<file path="src/rtl/branch_predictor.sv">
// Branch target buffer with saturating-counter direction prediction.
// Lookup is combinational on the fetch PC; training happens on the clock edge
// from the branch/jump resolved in Execute. HIST_WIDTH=0 gives bimodal
// indexing, HIST_WIDTH>0 XORs global history into the index (gshare).
module branch_predictor #(
  parameter int DATA_WIDTH = 32,
  parameter int ENTRIES    = 16,
  parameter int CTR_WIDTH  = 2,
  parameter int HIST_WIDTH = 0,
  localparam int IDXW      = $clog2(ENTRIES)
) (
  input  logic                  clk,
  input  logic                  rst,
  // Fetch-side prediction
  input  logic [DATA_WIDTH-1:0] PCF,
  output logic                  predTakenF,
  output logic [DATA_WIDTH-1:0] predTargetF,
  output logic [IDXW-1:0]       predIndexF,
  // Execute-side resolution
  input  logic                  updateE,
  input  logic                  isJumpE,
  input  logic [DATA_WIDTH-1:0] PCE,
  input  logic                  takenE,
  input  logic [DATA_WIDTH-1:0] targetE,
  input  logic [IDXW-1:0]       indexE,
  input  logic                  predTakenE,
  input  logic [DATA_WIDTH-1:0] predTargetE,
  output logic                  mispredictE,
  output logic [DATA_WIDTH-1:0] redirectPCE,
  output logic [DATA_WIDTH-1:0] resolvedCount,
  output logic [DATA_WIDTH-1:0] mispredictCount
);

  localparam int TAGW = DATA_WIDTH - IDXW - 2;

  localparam logic [CTR_WIDTH-1:0] CTR_MAX     = '1;
  localparam logic [CTR_WIDTH-1:0] CTR_WEAK_T  = CTR_WIDTH'(1) << (CTR_WIDTH - 1);
  localparam logic [CTR_WIDTH-1:0] CTR_WEAK_NT = CTR_MAX >> 1;

  // Table storage, split so only the fields that define visibility are reset
  logic                  validTbl  [ENTRIES];
  logic [CTR_WIDTH-1:0]  ctrTbl    [ENTRIES];
  logic [TAGW-1:0]       tagTbl    [ENTRIES];
  logic [DATA_WIDTH-1:0] targetTbl [ENTRIES];

  // History contribution to the index (zero for bimodal)
  logic [IDXW-1:0] ghrIdx;

  // ---------------------------------------------------------------------------
  // Fetch lookup
  // ---------------------------------------------------------------------------
  logic hitF;

  assign predIndexF  = PCF[IDXW+1:2] ^ ghrIdx;
  assign hitF        = validTbl[predIndexF] &&
                       (tagTbl[predIndexF] == PCF[DATA_WIDTH-1:IDXW+2]);
  assign predTakenF  = hitF & ctrTbl[predIndexF][CTR_WIDTH-1];
  assign predTargetF = predTakenF ? targetTbl[predIndexF] : PCF + DATA_WIDTH'(4);

  // ---------------------------------------------------------------------------
  // Execute resolution
  // ---------------------------------------------------------------------------
  assign mispredictE = updateE & ((takenE != predTakenE) |
                                  (takenE & (targetE != predTargetE)));
  assign redirectPCE = takenE ? targetE : PCE + DATA_WIDTH'(4);

  logic [TAGW-1:0]      tagE;
  logic                 hitE;
  logic                 wrEntry;
  logic                 wrCtr;
  logic [CTR_WIDTH-1:0] ctrCur;
  logic [CTR_WIDTH-1:0] ctrNext;

  assign tagE    = PCE[DATA_WIDTH-1:IDXW+2];
  assign hitE    = validTbl[indexE] && (tagTbl[indexE] == tagE);
  assign ctrCur  = ctrTbl[indexE];
  // Tag/target are (re)written on any taken outcome or any jump hit;
  // a miss that was not taken leaves the entry alone.
  assign wrEntry = updateE & (hitE ? (isJumpE | takenE) : takenE);
  assign wrCtr   = updateE & (hitE | takenE);

  // Next counter value for the entry being trained
  always_comb begin
    // NOTE: assigning a default first keeps every path covered, so no latch is inferred.
    ctrNext = ctrCur;
    if (!hitE) begin
      ctrNext = isJumpE ? CTR_MAX : CTR_WEAK_T;
    end else if (isJumpE) begin
      ctrNext = CTR_MAX;
    end else if (takenE) begin
      if (ctrCur != CTR_MAX) ctrNext = ctrCur + CTR_WIDTH'(1);
    end else begin
      if (ctrCur != '0) ctrNext = ctrCur - CTR_WIDTH'(1);
    end
  end

  // Valid bits and counters: cleared to weakly not-taken on reset
  always_ff @(posedge clk or posedge rst) begin
    if (rst) begin
      for (int i = 0; i < ENTRIES; i++) begin
        // NOTE: non-blocking assignments for all sequential state, so every
        // register samples pre-edge values regardless of statement order.
        validTbl[i] <= 1'b0;
        ctrTbl[i]   <= CTR_WEAK_NT;
      end
    end else if (wrCtr) begin
      validTbl[indexE] <= 1'b1;
      ctrTbl[indexE]   <= ctrNext;
    end
  end

  // Tag and target payload
  // NOTE: this storage is deliberately not reset; an entry is only ever read
  // through its valid bit, so stale payload after reset is invisible.
  always_ff @(posedge clk) begin
    if (wrEntry) begin
      tagTbl[indexE]    <= tagE;
      targetTbl[indexE] <= targetE;
    end
  end

  // Resolution statistics, wrapping naturally
  always_ff @(posedge clk or posedge rst) begin
    if (rst) begin
      resolvedCount   <= '0;
      mispredictCount <= '0;
    end else begin
      if (updateE)     resolvedCount   <= resolvedCount + DATA_WIDTH'(1);
      if (mispredictE) mispredictCount <= mispredictCount + DATA_WIDTH'(1);
    end
  end

  // ---------------------------------------------------------------------------
  // Global history (only conditional branches shift in their outcome)
  // ---------------------------------------------------------------------------
  generate
    if (HIST_WIDTH > 0) begin : gHist
      logic [HIST_WIDTH-1:0] ghr;

      // Shift register of recent conditional outcomes
      always_ff @(posedge clk or posedge rst) begin
        if (rst) begin
          ghr <= '0;
        end else if (updateE && !isJumpE) begin
          ghr <= HIST_WIDTH'({ghr, takenE});
        end
      end

      assign ghrIdx = IDXW'(ghr);
    end else begin : gNoHist
      assign ghrIdx = '0;
    end
  endgenerate

  // Byte-offset bits and the PC index field are not needed (indexE carries it)
  logic unusedPcBits;
  assign unusedPcBits = ^{PCF[1:0], PCE[IDXW+1:0]};

endmodule

</file>
<file path="config.mk">
export PLATFORM = sky130hd
export DESIGN_NAME = branch_predictor
export DESIGN_NICKNAME = d
export VERILOG_FILES = /design/src/rtl/branch_predictor.sv
export SDC_FILE = /design/constraint.sdc
export NUM_CORES = 2
export LEC_CHECK = 0
export CORE_ASPECT_RATIO = 0.5
export CORE_MARGIN = 2
export CORE_UTILIZATION = 30
export DETAILED_ROUTE_END_ITERATION = 7
export PLACE_DENSITY = 0.46
export SYNTH_ARGS = -nofsm -noshare
export SYNTH_HDL_FRONTEND = slang
export SYNTH_SLANG_ARGS = --single-unit
export TNS_END_PERCENT = 10
</file>
<file path="constraint.sdc">
create_clock -name clk -period 9.26 [get_ports clk]
set_input_delay 2.778 -clock clk [delete_from_list [all_inputs] [get_ports clk]]
set_output_delay 2.778 -clock clk [all_outputs]
set_load 0.02 [all_outputs]
</file>
# Word level (Yosys, flattened, before mapping)
# Memory sizes are Yosys's and may differ from the RTL's.
# Index checks and enable logic that the tools add are counted.
# word_totals
reg_bits,112
mem_bits_rw,928
inputBits,138
out_inout_bits,134
n_memories,2
# memory_table
memory,depth,word_bits,rd,rd_clocked_by_memory_dff,write_ports,line_no,rtl
targetTbl,16,32,1,0,1,44,logic [DATA_WIDTH-1:0] targetTbl [ENTRIES];
tagTbl,16,26,2,0,1,43,logic [TAGW-1:0] tagTbl [ENTRIES];
# classes
n_addsub,6
magnitude_cmp,3
eq_ne,5
muxes,28
bitwise_logic,11
reduce_logical,4
# ops
cell,n
adder 32 x 1 -> 32 bit (second input constant),2
adder 32 x 3 -> 32 bit (second input constant),2
2-to-1 mux 32 bit,2
equality test 26 bit,2
bitwise mux 32 bit,1
inequality test 32 bit,1
2-to-1 mux 2 bit,10
binary-select mux 2 bit (select 4 bit),2
OR 16 bit,1
greater-or-equal comparator 5 bit (second input constant),2
inverter 4 -> 5 bit,2
2-to-1 mux 1 bit,9
binary-select mux 1 bit (select 4 bit),2
demux 2 bit (select 4 bit),1
AND 1 bit,5
less-than comparator 5 x 1 -> 1 bit (second input constant),1
demux 1 bit (select 4 bit),1
logical AND 1 bit,3
OR 1 bit,3
adder 2 x 1 -> 2 bit (second input constant),1
inequality test 2 bit (second input constant),1
nonzero test 2 bit,1
subtractor 2 x 1 -> 2 bit (second input constant),1
inequality test 1 bit,1

# Logic depth before layout (Yosys ltp)
# depth
depth_word,10
depth_mapped,15

# Worst setup path before layout
# OpenSTA, ideal clock, no wires.
# synth_path
path_kind,input to register
start,input port indexE[3]
end,memory tagTbl[0][0] in the netlist's numbering (enable)
setup_ns,0.545
t_arrival_ns,9.339
setup_slack_ns,-0.624
path_stages,13
path_buffers,5
cell_sequence,buf_2 > buf_4 > buf_2 > mux4_2 > mux2i_1 > xor2_1 > o211ai_1 > a2111oi_0 > o2111ai_1 > o21ba_1 > clkbuf_1 > clkbuf_1 > nor3_1
# synth_between
elab_chain_len,9
# synth_rtl
element,line_no,rtl
start: declaration,25,"input logic [IDXW-1:0] indexE,"
"parallel branches: the longest is 9 deep, another holds memory read (16 x 26 bit)",-,
end: declaration,43,
# Parallel ways; which one is timed is not known. The select of a mux whose other input is x is not followed.

# Worst setup path after layout
# layout_path
start,input port PCF[2]
end,output port predTargetF[20]
# layout_between
elab_chain_len,7
# layout_rtl
element,line_no,rtl
start: declaration,15,"input logic [DATA_WIDTH-1:0] PCF,"
"parallel branches: the longest is 6 deep, another holds memory read (16 x 26 bit)",-,
2-to-1 mux 32 bit *,58,assign predTargetF = predTakenF ? targetTbl[predIndexF] : PCF + DATA_WIDTH'(4);
end: declaration,17,"output logic [DATA_WIDTH-1:0] predTargetF,"
# Mark *: on every way between the ends. The select of a mux whose other input is x is not followed.

==> metrics.txt <==
Worst EP arrival=roughly 6.5 ns; vias in the first global route=around 28k; die area=0.159 mm^2; Critical Path Start Type=input port; Die Y-Extent=about 280 um; Synth cell types=between 60 and 70; top cells by count, synth=edfxtp_1, mux4_2, xnor2_1, nand2_1, dfrtp_1; met2 Use GR=roughly a third; Total GRT Usage=around a fifth; Final Util=37.0%; RSZ-0062 raised after global routing=true; min Tclk post-route=9.30 ns; Min-Delay Path Class=reg2reg; asr flop ratio synth=about 11%; Avg Inst Size Synth=about 19 um^2; worst vdd ir=0.000146 V; worst reg2reg path endpoint=tagTbl[11][7]; routability cong.=0.868; Pleak=between 0.015 and 0.02 uW; largest net degree at the start of global routing=76; ANT nets after route=0; first-pass GRT wire length=roughly 220000 um; Hold Slack=0.469 ns; Reg clk slew, reported paths=about 0.060 ns; CTS tree=built; post-synthesis sequential area ratio=65.6%; Final Skew=~0.064 ns; Post-Route WL=~160000 um; vias per cell=around 5.3; GR peak layer=met2; Post-synth EDFFs=928; fin crit share=100%; Die X=562 um; GRT met3 Usage=3.22%; WP data required=about 6.5 ns; count leader, synth=edfxtp_1; clk_lat worst skew=0.75 ns; Residual DRC=0; Num CTS Buffers=99; Synth top area share=59.6%; Post-DP Area=approximately 0.054 mm^2; status=complete, but fails checks; htree depth=3; DR WL/cell=about 31 um; Initial Util=a little under a third; I/O pin count=between 200 and 300; Mapped Area=0.0468 mm^2; ys flop type=edfxtp_1; hold path startpoint=resolvedCount[31]; Core Region=approximately 0.15 mm^2; DRT iter0 DRCs=around 3.0k; clk root buf=clkbuf_16; Detail Placement HPWL=approximately 110000 um; area delta synth->final=22.5%; Slew headroom=between 20% and 30%; gr ovfl total=0; fin worst setup slack=-0.0366 ns; setup TNS=-0.179 ns; Final Hold Viols=0; Yosys top cell by area=edfxtp_1; fin nets=between 3k and 4k; syn_nets=2659; max capacitance violation total=0; yosys warns=0; clk buf depth=3; R2R Path Start=tagTbl[11][3]; Worst setup EP type=output port; Final Cell Area=approximately 0.057 mm^2; critical path class=in2out; Crit Path Max Fanout=8; row cnt=102; Worst-Margin Slew=approximately 1.1 ns; vias after detailed routing=27.3k; synth top area cells=edfxtp_1, mux4_2, dfrtp_1; PD cells=~190 mW/mm^2; layout cell share with drive strength beyond 1=30.6%; Final setup viols=9; port bufs=roughly 270; cells after synthesis=2517; grt met1 use=approximately 28%; final-report max-slew violation count=0; 1st-pass router iterations=5; #FFs+latches synth=1040; R2R depth=10; Clock Sinks=approximately 1.0k; worst hold path depth=1; Peak Freq=~0.11 GHz; initial antenna violation count=7; worst slack at placement=-0.369 ns; flop2flop setup slack=about 4.8 ns; failing checks=setup timing; WHS Endpoint=resolvedCount[31]
metal layers:
layer,up-vias,part of all wire (%)
met5,-,0.022
met4,6,2.2
met3,167,5.6
met2,919,48
met1,15000,44
li1,11300,-
per-stage QoR:
| stage | total power [uW] | instances |
|---|---|---|
| floorplan | 6050 | 2517 |
| global placement | 6660 | 4955 |
| detailed placement | 6670 | 4955 |
| CTS | 11000 | 5145 |
| global route | 11200 | 5148 |
| finish | 10800 | 5148 |
registers in the layout (all words and copies together), names as in the netlist:
signal and count:
validTbl 16, resolvedCount 32, tagTbl 416, ctrTbl 32, targetTbl 512, mispredictCount 32
layout make-up:
| cell class | count | area, um^2 |
|---|---|---|
| multi-input combinational | 1308 | 15400 |
| fill | 14300 | 97500 |
| clock buffer | 117 | 2590 |
| clock inverter | 63 | 779 |
| inverter | 22 | 85.1 |
| tap | 2080 | 2600 |
| sequential | 1040 | 30700 |
| antenna | 1 | 2.50 |
| timing repair buffer | 517 | 5170 |
cells in the final DEF (no fill, tap or decap), types with 13 or more instances in the layout:
| cell type | n |
|---|---|
| nand2_1 | 113 |
| inv_1 | 21 |
| a22oi_1 | 22 |
| nand4_1 | 53 |
| nand3_1 | 61 |
| xnor2_1 | 112 |
| buf_12 | 51 |
| mux2_2 | 50 |
| nor2b_1 | 15 |
| dfstp_2 | 16 |
| clkbuf_16 | 100 |
| nor2_1 | 50 |
| edfxtp_1 | 928 |
| clkinv_2 | 16 |
| a21oi_1 | 13 |
| mux2_4 | 30 |
| bufinv_16 | 13 |
| mux4_2 | 378 |
| o22ai_1 | 26 |
| clkinv_1 | 20 |
| o21ai_0 | 39 |
| mux2i_1 | 76 |
| and3_1 | 24 |
| xor2_1 | 83 |
| clkbuf_1 | 15 |
| nor3_1 | 17 |
| buf_2 | 26 |
| nor3_2 | 17 |
| dfrtp_1 | 96 |
| buf_4 | 192 |
| clkdlybuf4s50_1 | 229 |
cells by family (layout without fill, tap and decap cells):
kind of cell	Yosys count	count (layout)	synth area share [%]
XOR/XNOR	197	197	3.69
AND/OR/NAND/NOR	419	419	4.57
other	0	1	0
flip-flops	1040	1040	65.6
AO/OA/AOI/OAI	146	146	2.09
multiplexers	541	541	22.2
buffers and inverters	169	719	1.76
adder cells (fa/ha/maj)	5	5	0.128
how the worst max path moves through the flow:
stage	from	to	slack, ns
finish	PCF[2]	predTargetF[20]	-0.04
global route	PCF[2]	predTargetF[20]	-0.09
CTS	PCF[2]	predTargetF[12]	-0.11
detailed placement	PCF[2]	predTargetF[24]	-0.37
global placement	PCF[2]	predTargetF[31]	-0.39
floorplan	indexE[3]	tagTbl[0][0]	-0.62
critical path, cell delays in order:
cell      delay [ns]
buf_16          0.13
buf_16          0.16
buf_4           0.12
mux4_2          0.47
mux4_2          0.51
xnor2_2         0.22
nand4_1         0.15
nor4bb_2        0.37
nand2_1         0.09
or4b_4          0.68
buf_6           0.19
buf_12          0.14
mux2_4          0.30
buf_2           0.16
where the power goes:
part           leakage (uW)  internal (uW)  switching [uW]
clock               0.00163           2380            1910
combinational       0.00757            567             666
sequential          0.00974           5240            86.9
total                0.0189           8190            2660
repair_timing:
item	in CTS	in global routing
endpoints found under the setup margin	32	32
hold buffers	0	0
buffers inserted	8	3
gates resized for setup	123	26
pin swaps	3	5
cloned	2	0
Power figures use the tool's default switching activity.
